**config.mk**
```make
export PLATFORM = sky130hd
export DESIGN_NAME = mux_arb_reg_flat
export DESIGN_NICKNAME = d
export VERILOG_FILES = /design/src/rtl/mux_arb_reg_if.sv /design/src/rtl/mux_arb_reg.sv /design/src/flat_wrapper.sv
export SDC_FILE = /design/constraint.sdc
export NUM_CORES = 1
export LEC_CHECK = 0
export CORE_MARGIN = 2
export CORE_UTILIZATION = 35
export DETAILED_ROUTE_END_ITERATION = 7
export PLACE_DENSITY = 0.78
export SYNTH_ARGS = -nofsm -noshare
export SYNTH_HDL_FRONTEND = slang
export SYNTH_SLANG_ARGS = --single-unit
```
**constraint.sdc**
```tcl
create_clock -name clk -period 2.45 [get_ports clk]
set_input_delay 0.49 -clock clk [delete_from_list [all_inputs] [get_ports clk]]
set_output_delay 0.49 -clock clk [all_outputs]
set_load 0.05 [all_outputs]
```
**src/rtl/mux_arb_reg_if.sv**
```systemverilog
// Channel-side and output-side handshake bundle for mux_arb_reg.
interface mux_arb_reg_if #(
    parameter int unsigned WIDTH = 8,
    parameter int unsigned N     = 4,
    parameter int unsigned SELW  = $clog2(N)
);
    logic [N*WIDTH-1:0] d;
    logic [N-1:0]       in_valid;
    logic [N-1:0]       in_ready;
    logic               mode;
    logic [SELW-1:0]    s;
    logic [WIDTH-1:0]   out_data;
    logic [SELW-1:0]    out_ch;
    logic               out_valid;
    logic               out_ready;

    modport master (
        output d, in_valid, mode, s, out_ready,
        input  in_ready, out_data, out_ch, out_valid
    );

    modport slave (
        input  d, in_valid, mode, s, out_ready,
        output in_ready, out_data, out_ch, out_valid
    );
endinterface

```
**src/rtl/mux_arb_reg.sv**
```systemverilog
// N-channel mux with manual or round-robin selection feeding a single
// valid/ready output register stage with full throughput.
module mux_arb_reg #(
    parameter int unsigned WIDTH = 8,
    parameter int unsigned N     = 4,
    parameter int unsigned SELW  = $clog2(N)
) (
    input logic          clk,
    input logic          reset,
    mux_arb_reg_if.slave bus
);
    typedef enum logic {EMPTY = 1'b0, FULL = 1'b1} state_t;

    state_t           state_q;
    state_t           state_nxt;
    logic [WIDTH-1:0] out_data_q;
    logic [SELW-1:0]  out_ch_q;
    logic [SELW-1:0]  ptr_q;

    logic [WIDTH-1:0] ch_data [N];
    logic [SELW-1:0]  gnt;
    logic             gnt_valid;
    logic             load_en;
    logic             xfer;
    logic [N-1:0]     in_ready_c;

    // Unpack the flat channel bus into an indexable array.
    for (genvar i = 0; i < N; i++) begin : g_unpack
        assign ch_data[i] = bus.d[i*WIDTH +: WIDTH];
    end

    // Grant selection: fixed channel in manual mode, rotating search from ptr+1 otherwise.
    always_comb begin
        logic [SELW-1:0] idx;
        gnt       = '0;
        gnt_valid = 1'b0;
        idx       = '0;
        if (!bus.mode) begin
            gnt       = bus.s;
            gnt_valid = bus.in_valid[bus.s];
        end else begin
            for (int unsigned i = 1; i <= N; i++) begin
                idx = ptr_q + SELW'(i);
                if (!gnt_valid && bus.in_valid[idx]) begin
                    gnt_valid = 1'b1;
                    gnt       = idx;
                end
            end
        end
    end

    // State register.
    always_ff @(posedge clk) begin
        if (reset) begin
            state_q <= EMPTY;
        end else begin
            state_q <= state_nxt;
        end
    end

    // Next state: the stage refills or drains whenever it may load, else holds.
    always_comb begin
        state_nxt = state_q;
        if (load_en) begin
            state_nxt = xfer ? FULL : EMPTY;
        end
    end

    // Outputs and handshake decode; reset masks every ready bit.
    always_comb begin
        bus.out_valid = (state_q == FULL);
        load_en       = (state_q == EMPTY) || bus.out_ready;
        in_ready_c    = '0;
        xfer          = 1'b0;
        if (!reset && gnt_valid && load_en) begin
            in_ready_c[gnt] = 1'b1;
            xfer            = 1'b1;
        end
        bus.in_ready = in_ready_c;
        bus.out_data = out_data_q;
        bus.out_ch   = out_ch_q;
    end

    // Output word, source channel and round-robin pointer.
    always_ff @(posedge clk) begin
        if (reset) begin
            out_data_q <= '0;
            out_ch_q   <= '0;
            ptr_q      <= SELW'(N - 1);
        end else if (xfer) begin
            out_data_q <= ch_data[gnt];
            out_ch_q   <= gnt;
            if (bus.mode) begin
                ptr_q <= gnt;
            end
        end
    end
endmodule

```
**src/flat_wrapper.sv**
```systemverilog
// flat-port wrapper written by rule: the top's interface ports become plain ports
module mux_arb_reg_flat 
#(
    parameter int unsigned WIDTH = 8,
    parameter int unsigned N     = 4,
    parameter int unsigned SELW  = $clog2(N)
)
  (clk, reset, bus_d, bus_in_valid, bus_mode, bus_s, bus_out_ready, bus_in_ready, bus_out_data, bus_out_ch, bus_out_valid);
  mux_arb_reg_if #(.WIDTH(WIDTH), .N(N), .SELW(SELW)) bus_i ();
  input logic clk;
  input logic reset;
  input wire logic [$bits(bus_i.d)-1:0] bus_d;
  input wire logic [$bits(bus_i.in_valid)-1:0] bus_in_valid;
  input wire logic [$bits(bus_i.mode)-1:0] bus_mode;
  input wire logic [$bits(bus_i.s)-1:0] bus_s;
  input wire logic [$bits(bus_i.out_ready)-1:0] bus_out_ready;
  output wire logic [$bits(bus_i.in_ready)-1:0] bus_in_ready;
  output wire logic [$bits(bus_i.out_data)-1:0] bus_out_data;
  output wire logic [$bits(bus_i.out_ch)-1:0] bus_out_ch;
  output wire logic [$bits(bus_i.out_valid)-1:0] bus_out_valid;
  assign bus_i.d = bus_d;
  assign bus_i.in_valid = bus_in_valid;
  assign bus_i.mode = bus_mode;
  assign bus_i.s = bus_s;
  assign bus_i.out_ready = bus_out_ready;
  assign bus_in_ready = bus_i.in_ready;
  assign bus_out_data = bus_i.out_data;
  assign bus_out_ch = bus_i.out_ch;
  assign bus_out_valid = bus_i.out_valid;
  mux_arb_reg #(.WIDTH(WIDTH), .N(N), .SELW(SELW)) u_core (.clk(clk), .reset(reset), .bus(bus_i));
endmodule
```
---- Word-level counts from Yosys, hierarchy flattened ----
Cells that the tools add are included.
W data, S select, Z words.
word-level totals
  register bits ........................... 13
  bits in latches ......................... 0
  bits in writable memories ............... 0
  bits in read-only memories .............. 0
  input bits .............................. 42
  word-level logic and storage cells ...... 60
  memories ................................ 0
operators by class
  add/subtract/negate cells ............... 3
  multipliers ............................. 0
  divide/modulo/power cells ............... 0
  $lt $le $gt $ge ......................... 8
  equality and inequality tests ........... 0
  shifts and indexed selects .............. 0
  muxes and demuxes ....................... 31
  bitwise logic cells ..................... 2
  reductions and logical operators ........ 12
operators with widths
  kind                   number
  $lt A2 B3 Y1 const B   6
  $bmux W8 S2            1
  $mux W1                16
  $mux W8                2
  $bmux W1 S2            5
  $mux W2                5
  $logic_and A1 B1 Y1    6
  $add A2 B2 Y2 const B  2
  $logic_not A1 Y1       4
  $mux W4                1
  $ge A3 B3 Y1 const B   1
  $not A2 Y3             1
  $add A2 B1 Y2 const B  1
  $demux W1 S2           1
  $ge A2 B1 Y1 const B   1
  $reduce_and A2 Y1      1
  $logic_or A1 B1 Y1     1
  $not A1 Y1             1

---- Depth between registers and ports, before layout ----
Gate-level depths: netlist of run 1.
  depth in word-level cells ............... 22
  gate-level depth with buffers ........... 7

---- Least setup slack after synthesis of run 1 ----
No wires, ideal clock.
  path kind ............................... input to output
  start point ............................. in bus_s[0]
  end point ............................... out bus_in_ready[2]
  arrival time ............................ 2.469 ns
  setup slack ............................. -0.509 ns
  cell stages on the path ................. 5
  path through ............................ mux4_2 mux2i_1 or3_1 clkbuf_1 nor3_1
on the way
  word-level cells in the longest chain between the ends .. 6
  elaborated cells on any way between the ends .. 12
RTL lines
  item                                                                  line                                  source
  start, declared                                                       flat_wrapper.sv:15                    input wire logic [$bits(bus_i.s)-1:0] bus_s;
  $mux W2 or $bmux W1 S2 (tied branches)                                mux_arb_reg.sv:38, mux_arb_reg.sv:40
  $lt A2 B3 Y1 (implied by the code), or another cell as far along      mux_arb_reg.sv:76                     in_ready_c[gnt] = 1'b1;
  $logic_and A1 B1 Y1 (implied by the code) or $mux W1 (tied branches)  mux_arb_reg.sv:76, mux_arb_reg.sv:38
  $mux W1 (implied by the code) or $logic_and A1 B1 Y1 (tied branches)  mux_arb_reg.sv:76, mux_arb_reg.sv:75
  $demux W1 S2 or $logic_and A1 B1 Y1 (tied branches)                   -
  $mux W4 *                                                             mux_arb_reg.sv:75                     if (!reset && gnt_valid && load_en) begin
  end, declared                                                         flat_wrapper.sv:17                    output wire logic [$bits(bus_i.in_ready)-1:0] bus_in_ready;
Every way passes the cells marked *; elsewhere a longest branch is shown, timed or not. The select of a mux whose other input is x is not followed.

---- Worst setup path after layout of run 1 ----
  start point ............................. in bus_in_valid[1]
  end point ............................... out bus_in_ready[2]
on the way
  word-level cells in the longest chain between the ends .. 21
  elaborated cells on any way between the ends .. 37
RTL lines
  item                                                                line                source
  start, declared                                                     flat_wrapper.sv:13  input wire logic [$bits(bus_i.in_valid)-1:0] bus_in_valid;
  $bmux W1 S2                                                         mux_arb_reg.sv:44   if (!gnt_valid && bus.in_valid[idx]) begin
  $mux W1 (implied by the code)                                       mux_arb_reg.sv:44
  $mux W1                                                             mux_arb_reg.sv:44
  $mux W1                                                             mux_arb_reg.sv:38   if (!bus.mode) begin
  $logic_not A1 Y1                                                    mux_arb_reg.sv:44
  $logic_and A1 B1 Y1                                                 mux_arb_reg.sv:44
  $mux W1                                                             mux_arb_reg.sv:44
  $mux W1                                                             mux_arb_reg.sv:38
  [5 not listed]                                                      -
  $logic_and A1 B1 Y1                                                 mux_arb_reg.sv:44
  $mux W2                                                             mux_arb_reg.sv:44
  $mux W2                                                             mux_arb_reg.sv:38
  $lt A2 B3 Y1 (implied by the code) or $ge A2 B1 Y1 (tied branches)  mux_arb_reg.sv:76
  $logic_and A1 B1 Y1 (implied by the code)                           mux_arb_reg.sv:76
  $mux W1 (implied by the code)                                       mux_arb_reg.sv:76
  $demux W1 S2                                                        -
  $mux W4 *                                                           mux_arb_reg.sv:75
Marks and branches as above.

==> results of run 1 <==
## power breakdown
part           internal (W)  leakage, nW  switching (W)  total, W
logic              0.000194        0.619       0.000218  0.000413
clock network     0.0000609       0.0177      0.0000792  0.000140
registers          0.000238        0.108      0.0000180  0.000256
## area by class of cell
cell class / count / area, µm² / area share, %
Clock inverter: 1 / 5.00 / 0.289
Sequential cell: 13 / 268 / 15.5
Clock buffer: 3 / 22.5 / 1.30
Multi-Input combinational cell: 78 / 671 / 38.8
Tap cell: 30 / 37.5 / 2.17
Timing Repair Buffer: 72 / 712 / 41.1
Inverter: 4 / 15.0 / 0.868
## sequential cells by signal (all words and copies together), names as in the netlist
register / flops
u_core.bus.out_data: 8
u_core.ptr_q: 2
u_core.bus.out_valid: 1
u_core.bus.out_ch: 2
## through the flow
step / util (%) / setup WS [ns]
finish: 71.8 / 0.0112
global route: 71.8 / -0.0575
CTS: 68.6 / 0.0116
detailed placement: 66.4 / -0.335
global placement: 66.4 / -0.288
floorplan: - / -0.199
## per-layer routing
layer	track usage (%)	vias up	routed length [µm]
li1	-	535	-
met5	0	-	0
met1	28.1	507	1260
met4	8.12	0	28
met3	5.28	3	113
met2	34.6	25	1530
## cells in the final DEF (no fill, tap or decap), types with 2 or more instances in the layout
| master | count |
|---|---|
| sky130_fd_sc_hd__clkdlybuf4s50_1 | 46 |
| sky130_fd_sc_hd__mux2i_1 | 16 |
| sky130_fd_sc_hd__buf_4 | 13 |
| sky130_fd_sc_hd__dfxtp_1 | 11 |
| sky130_fd_sc_hd__nand3_1 | 8 |
| sky130_fd_sc_hd__o221ai_1 | 8 |
| sky130_fd_sc_hd__nand2_1 | 6 |
| sky130_fd_sc_hd__buf_6 | 4 |
| sky130_fd_sc_hd__inv_1 | 3 |
| sky130_fd_sc_hd__nor3_2 | 3 |
| sky130_fd_sc_hd__nor2_1 | 3 |
| sky130_fd_sc_hd__nor2b_1 | 3 |
| sky130_fd_sc_hd__clkbuf_4 | 3 |
| sky130_fd_sc_hd__buf_12 | 3 |
| sky130_fd_sc_hd__o21ai_0 | 2 |
| sky130_fd_sc_hd__nor3_1 | 2 |
| sky130_fd_sc_hd__nor2_4 | 2 |
| sky130_fd_sc_hd__a21oi_1 | 2 |
| sky130_fd_sc_hd__dlygate4sd2_1 | 2 |
| sky130_fd_sc_hd__dfxtp_4 | 2 |
## critical path, stage by stage
cell and delay (ns):
sky130_fd_sc_hd__clkdlybuf4s15_1 0.20, sky130_fd_sc_hd__buf_6 0.14, sky130_fd_sc_hd__mux4_2 0.45, sky130_fd_sc_hd__mux2i_2 0.23, sky130_fd_sc_hd__or3_4 0.21, sky130_fd_sc_hd__nor3_2 0.05
sky130_fd_sc_hd__buf_6 0.16
## cells by family after synthesis
| kind of cell | after synthesis | synth area share (%) |
|---|---|---|
| AND/OR/NAND/NOR | 35 | 20.7 |
| AO/OA/AOI/OAI | 24 | 21.2 |
| multiplexers | 19 | 23.4 |
| flip-flops | 13 | 29.8 |
| buffers and inverters | 8 | 4.88 |
## how the worst max path moves through the flow
| stage | to | from | slack (ns) |
|---|---|---|---|
| floorplan | bus_in_ready[0] | bus_in_valid[3] | -0.20 |
| global placement | bus_in_ready[1] | bus_in_valid[3] | -0.29 |
| detailed placement | bus_in_ready[2] | bus_in_valid[0] | -0.34 |
| CTS | bus_in_ready[0] | u_core.ptr_q[0]$_SDFFE_PP1P_ | 0.01 |
| global route | bus_in_ready[1] | u_core.ptr_q[0]$_SDFFE_PP1P_ | -0.06 |
| finish | bus_in_ready[2] | bus_in_valid[1] | 0.01 |
## what timing repair did
| action | CTS | global route |
|---|---|---|
| resized for setup | 26 | 15 |
| endpoints found under the setup margin | 4 | 4 |
| setup buffers | 0 | 1 |
| pin swaps | 4 | 4 |
==> key figures, run 1 <==
Run status
  – Run status: finished clean

Setup path
  – Worst Path Arrival: 1.95 ns
  – Largest fanout on the critical path: 7
  – Register-to-register path setup slack: 0.38 ns
  – Reg-to-Reg Start: u_core.ptr_q[0]$_SDFFE_PP1P_
  – Kind of end point of the critical path: output pin
  – Worst r2r dst: u_core.bus.out_data[5]$_SDFFE_PP0P_
  – Kind of critical path: input pin to output pin
  – Critical path required time: 1.96 ns
  – Reg2Reg Depth: 7
  – Kind of launch point of the worst setup path: input pin

Min path
  – Hold Crit Endpoint: u_core.bus.out_ch[0]$_SDFFE_PP0P_
  – Min-delay worst type: flip-flop to flip-flop
  – Cell depth of the worst min-delay path: 2
  – Startpoint of the tightest hold check path: u_core.bus.out_ch[0]$_SDFFE_PP0P_

Placement
  – Last weighted congestion value of the routability-driven placer: 0.833
  – Placed cells: 197
  – HPWL Detailed: 2310 µm
  – Total of buffers placed on input and output ports: 56
  – Area post-placement: 1600 µm²

Cells and area
  – Share of post-route cells with drive strength above 1: 26.9%
  – Count of non-filler cells in the finished layout: 201
  – Final Cell Area: 1730 µm²
  – ANT cells: 0
  – Nets: 214
  – Layout Area Growth over Synthesis: 98.4%
  – Fillcell total: 192

Timing
  – Worst-case headroom to the max-slew limit: 65.2%
  – Fin. Hold Viols: 0
  – Clk_skew: 0.00136 ns
  – Number of pins exceeding their max-slew limit in the final report: 0
  – Post-route worst hold slack: 0.471 ns
  – Setup TNS: 0 ns
  – Max Clk Rate: 410 MHz
  – Tmin final: 2.44 ns
  – Post-route fraction of the period consumed by the critical path: 99.5%
  – Setup repair after global routing missed its margin: yes
  – Worst slew pin tran: 0.521 ns
  – Count of endpoints failing setup in the final report: 0

Flow run
  – # Max-Cap Violations: 0

Clock network
  – Skew-Pair Late Insertion Delay: 0.29 ns
  – Library cell used as clock root buffer: sky130_fd_sc_hd__clkbuf_4
  – CTS buffer count: 3
  – CTS tree: built
  – Number of H-tree branching levels: 1
  – Number of buffers on the longest clock path: 2
  – # hold bufs at CTS: 0
  – Reg clk slew, reported paths: 0.08 ns
  – Number of clock sinks seen by CTS: 13

Power and ir drop
  – Total design power: 0.000809 W
  – Max rail drop VDD: 0.470 mV
  – Static leakage power: 0.744 nW
  – Pwr per Cell Area: 468 nW/µm²

Global routing
  – Largest net degree at the start of global routing: 17
  – Total global routing overflow: 0
  – Global-route wire length before repair: 4510 µm
  – Number of global-route vias before repair: 983
  – Number of antenna violations at the first check in global routing: 0
  – Aggregate global-route resource usage: 21.7%

Logic synthesis
  – Share of flip-flops with an asynchronous set or reset: 0%
  – Warning count from the yosys run: 0
  – Total nets after synthesis: 141
  – Most frequent cell after synthesis: sky130_fd_sc_hd__mux2i_1
  – Number of synthesized flops with an enable pin: 0
  – Synth top cells by count: 17 x sky130_fd_sc_hd__mux2i_1, 13 x sky130_fd_sc_hd__dfxtp_1, 8 x sky130_fd_sc_hd__nand3_1, 8 x sky130_fd_sc_hd__o221ai_1, 7 x sky130_fd_sc_hd__nand2_1
  – Syn Area/Cell: 8.81 µm²
  – Post-synthesis instance area: 872 µm²
  – Dominant register cell in the synthesized netlist: sky130_fd_sc_hd__dfxtp_1
  – Distinct cell type count of the synthesized netlist: 33
  – Sequential element share of the synthesized area: 29.8%
  – Number of instances in the synthesized netlist: 99
  – Portion of synthesized cell area occupied by the leading cell type: 29.8%
  – Top cells by area in the synthesized netlist: sky130_fd_sc_hd__dfxtp_1 30%, sky130_fd_sc_hd__mux2i_1 20%, sky130_fd_sc_hd__o221ai_1 8.0%
  – Most area-hungry cell type in the Yosys netlist: sky130_fd_sc_hd__dfxtp_1
  – #FFs+latches synth: 13

Routing
  – Total number of vias: 1,070
  – Number of DRC markers after the initial detailed-route iteration: 14
  – Routed wire length per instance: 14.6 µm
  – Routed wire length: 2930 µm
  – Via-per-instance ratio: 5.32
  – Count of antenna-violating nets left after detailed routing: 0
  – Remaining DRCs: 0
  – Iteration count of the initial detailed-routing pass: 6

Floorplan
  – Core Area: 2410 µm²
  – Number of top-level design ports: 57
  – Die height: 53.9 µm
  – Total Die Area: 2910 µm²
  – Starting density of the core: 36.2%
  – Die X-Extent: 53.9 µm
  – Std cell rows: 18
No activity file was read; power rests on OpenSTA's default activity.
==> inputs of run 2 (changes only) <==
- GPL_TIMING_DRIVEN: unset -> 0
==> run 2 against run 1 <==
The flow now finishes with violations (setup timing). Die area is the same. Setup slack lost 0.043 ns. Final area shrank 4.8%. Wire length grew 3.2%. Global-route usage grew 0.14 points. Total power shrank 0.23%. Non-clock buffer count shrank 4.
==> key figures, run 2 (synthesis results as in run 1) <==
Global routing
  – Busiest metal layer after global routing: met2
  – Met2 usage: 37.6% (+3.0 points)
  – Aggregate global-route resource usage: 21.8% (+0.14 points)
  – Met3 usage in global routing: 4.72% (-0.56 points)
  – Total global routing overflow: 0 (unchanged)
  – Largest net degree at the start of global routing: 11 (-6)
  – Global-route wire length before repair: 4530 µm (+0.47%)
  – Number of antenna violations at the first check in global routing: 0 (unchanged)
  – Met1 capacity usage during global routing: 27.1% (-0.93 points)
  – Number of global-route vias before repair: 1,007 (+2.4%)

Min path
  – Cell depth of the worst min-delay path: 2 (unchanged)
  – Min-delay worst type: flip-flop to flip-flop

Setup path
  – Critical path required time: 1.96 ns (about the same)
  – Buffers plus inverters on the worst setup path: 2 (-1)
  – Register-to-register path setup slack: 0.20 ns (-0.18 ns)
  – Timing startpoint of the critical path: u_core.ptr_q[0]$_SDFFE_PP1P_
  – Kind of critical path: flip-flop to output pin
  – Reg2Reg Depth: 10 (+3)
  – Worst r2r dst: u_core.bus.out_data[2]$_SDFFE_PP0P_
  – WP depth: 8 (+1)
  – Cell repeated most along the worst path: sky130_fd_sc_hd__buf_6
  – Cell family with the largest share of critical-path delay: compound AO/OA/AOI/OAI gates
  – Critical path destination: bus_in_ready[0]
  – Worst Path Arrival: 1.99 ns (+0.04 ns)
  – Kind of launch point of the worst setup path: flip-flop
  – Cell with the biggest individual delay on the critical path: sky130_fd_sc_hd__dfxtp_4
  – Kind of end point of the critical path: output pin
  – Largest fanout on the critical path: 6 (-1)
  – Ordered list of cells on the worst path: nor2b_4 -> o22a_1 -> a311o_1 -> a31oi_2 -> buf_6 -> nand2_4 -> nor2_2 -> buf_6
  – Worst path max stage delay: 0.38 ns (-0.07 ns)
  – Reg-to-Reg Start: u_core.ptr_q[0]$_SDFFE_PP1P_

Timing
  – Max Clk Rate: 403 MHz (-1.7%)
  – Clk_skew: 0.00911 ns (+0.00775 ns)
  – Post-route fraction of the period consumed by the critical path: 101% (+1.7 points)
  – Fin. Hold Viols: 0 (unchanged)
  – Worst-case headroom to the max-slew limit: 65.2% (about the same)
  – Number of pins exceeding their max-slew limit in the final report: 0 (unchanged)
  – Setup TNS: -0.0447 ns (-0.0447 ns)
  – Setup repair after global routing missed its margin: yes
  – Worst slew pin tran: 0.521 ns (-0.000154 ns)
  – Tmin final: 2.48 ns (+0.0429 ns)
  – Worst-case setup margin in the final layout: -0.0317 ns (-0.0429 ns)
  – Post-route worst hold slack: 0.463 ns (-0.00792 ns)
  – Count of endpoints failing setup in the final report: 2 (+2)

Power and ir drop
  – Pwr per Cell Area: 490 nW/µm² (+4.8%)
  – Fraction of power spent switching nets: 39.0% (about the same)
  – Part of the total power dissipated in the clock network: 17.3% (about the same)
  – Net switching component of the power: 0.000315 W (-0.22%)
  – Int Pwr: 0.000492 W (-0.23%)
  – Comb pwr share: 50.9% (about the same)
  – Proportion of power drawn by flip-flops and latches: 31.8% (about the same)
  – Static leakage power: 0.698 nW (-6.2%)
  – Max rail drop VDD: 0.478 mV (+1.7%)
  – Total design power: 0.000807 W (-0.23%)

Routing
  – Count of antenna-violating nets left after detailed routing: 0 (unchanged)
  – Number of DRC markers after the initial detailed-route iteration: 14 (unchanged)
  – Iteration count of the initial detailed-routing pass: 4 (-2)
  – Total number of vias: 1,071 (+0.093%)
  – Routed wire length: 3020 µm (+3.2%)
  – Via-per-instance ratio: 5.44 (+2.1%)
  – Remaining DRCs: 0 (unchanged)
  – Routed wire length per instance: 15.3 µm (+5.3%)

Floorplan
  – Total Die Area: 2910 µm² (unchanged)
  – Std cell rows: 18 (unchanged)
  – Core Area: 2410 µm² (unchanged)
  – Number of top-level design ports: 57 (unchanged)
  – Starting density of the core: 36.2% (unchanged)
  – Die X-Extent: 53.9 µm (unchanged)
  – Die height: 53.9 µm (unchanged)

Cells and area
  – Fillcell total: 195 (+1.6%)
  – Multi-input logic area: 649 µm² (-3.2%)
  – Share of post-route cells with drive strength above 1: 25.1% (-1.8 points)
  – Nets: 210 (-1.9%)
  – Storage element area: 268 µm² (unchanged)
  – Most common cell after layout, fill and taps aside: sky130_fd_sc_hd__clkdlybuf4s50_1
  – Finished Core Util: 68.4% (-3.4 points)
  – Most used cells in the layout excluding fill and tap cells: 45 x sky130_fd_sc_hd__clkdlybuf4s50_1, 16 x sky130_fd_sc_hd__mux2i_1, 11 x sky130_fd_sc_hd__dfxtp_1
  – ANT cells: 0 (unchanged)
  – Layout Area Growth over Synthesis: 89.0%
  – Number of flip-flops in the largest register: 8 (unchanged)

Clock network
  – Reg clk slew, reported paths: 0.09 ns (about the same)
  – CTS buffer count: 3 (unchanged)
  – Number of H-tree branching levels: 1 (unchanged)
  – Number of clock sinks seen by CTS: 13 (unchanged)
  – Library cell used as clock root buffer: sky130_fd_sc_hd__clkbuf_4
  – CTS tree: built
  – Number of buffers on the longest clock path: 2 (unchanged)
  – Skew-Pair Late Insertion Delay: 0.29 ns (about the same)

Run status
  – Run status: complete, but fails checks
  – Failing checks: setup timing

Placement
  – HPWL Detailed: 2150 µm (-6.9%)
  – Pre-CTS WS: -1.18 ns (-0.848 ns)
  – Total of buffers placed on input and output ports: 55 (-1.8%)
  – Last weighted congestion value of the routability-driven placer: 0.805 (-3.4%)

Flow run
  – # Max-Cap Violations: 0 (unchanged)
==> run 2: cell types whose count changed in the layout (fill, tap and decap cells not counted), moves of 2 or more <==
cell / before / now
sky130_fd_sc_hd__buf_6: 4 / 6
sky130_fd_sc_hd__nor2_4: 2 / 0
sky130_fd_sc_hd__nor3_4: 1 / 3
sky130_fd_sc_hd__buf_4: 13 / 10
sky130_fd_sc_hd__nor3_2: 3 / 0
sky130_fd_sc_hd__nor2_2: 0 / 2
sky130_fd_sc_hd__buf_12: 3 / 1
==> run 2: power groups by stage <==
stage                     combinational, W  clock (W)  sequential [W]
after CTS                         0.000404   0.000142        0.000256
after global routing              0.000434   0.000154        0.000260
after detailed placement          0.000362          0        0.000261
after global placement            0.000357          0        0.000258
after floorplan                   0.000127          0        0.000345
final                             0.000411   0.000139        0.000257
==> run 2: worst min path at each step <==
stage                                       from                                end  slack [ns]
5_1_grt        u_core.bus.out_ch[0]$_SDFFE_PP0P_  u_core.bus.out_ch[0]$_SDFFE_PP0P_        0.48
2_1_floorplan       u_core.ptr_q[0]$_SDFFE_PP1P_       u_core.ptr_q[0]$_SDFFE_PP1P_        0.55
3_5_place_dp   u_core.bus.out_ch[0]$_SDFFE_PP0P_  u_core.bus.out_ch[0]$_SDFFE_PP0P_        0.45
4_1_cts        u_core.bus.out_ch[0]$_SDFFE_PP0P_  u_core.bus.out_ch[0]$_SDFFE_PP0P_        0.46
6_report       u_core.bus.out_ch[0]$_SDFFE_PP0P_  u_core.bus.out_ch[0]$_SDFFE_PP0P_        0.46
3_3_place_gp   u_core.bus.out_ch[0]$_SDFFE_PP0P_  u_core.bus.out_ch[0]$_SDFFE_PP0P_        0.45
==> run 2: area by class of cell <==
type / count / share of cell area (%)
repair buffers: 66 / 38.6
well taps: 30 / 2.28
plain buffers: 2 / 0.987
flip-flops and latches: 13 / 16.2
inverters: 4 / 0.911
multi-input cells: 78 / 39.4
clock buffers: 4 / 1.59
==> run 2: metrics by stage <==
stage | area, µm² | cells
after floorplan | 882 | 99
after global placement | 1470 | 184
after detailed placement | 1470 | 184
after CTS | 1640 | 198
after global routing | 1650 | 197
final | 1650 | 197
==> run 2: metal layers <==
metal | wire, µm | part of all wire (%) | vias to the layer above
li1 | - | - | 521
met1 | 1210 | 40 | 512
met2 | 1630 | 54 | 36
met3 | 165 | 5.5 | 2
met4 | 12 | 0.40 | 0
met5 | 0 | 0 | -
==> run 2: what timing repair did <==
action | 4_1_cts | 5_1_grt
gates resized for setup | 58 | 13
hold buffers | 0 | 0
endpoints found under the setup margin | 4 | 12
pin swaps | 8 | 7
buffers inserted | 11 | 2
==> run 2: worst reg2reg max path: cells and delay by family, from the launching register on <==
kind | cells | cell delay, ns
buffers and inverters | 4 | 0.54
AND/OR/NAND/NOR | 1 | 0.13
multiplexers | 1 | 0.23
AO/OA/AOI/OAI | 4 | 0.85
flip-flops | 1 | 0.38
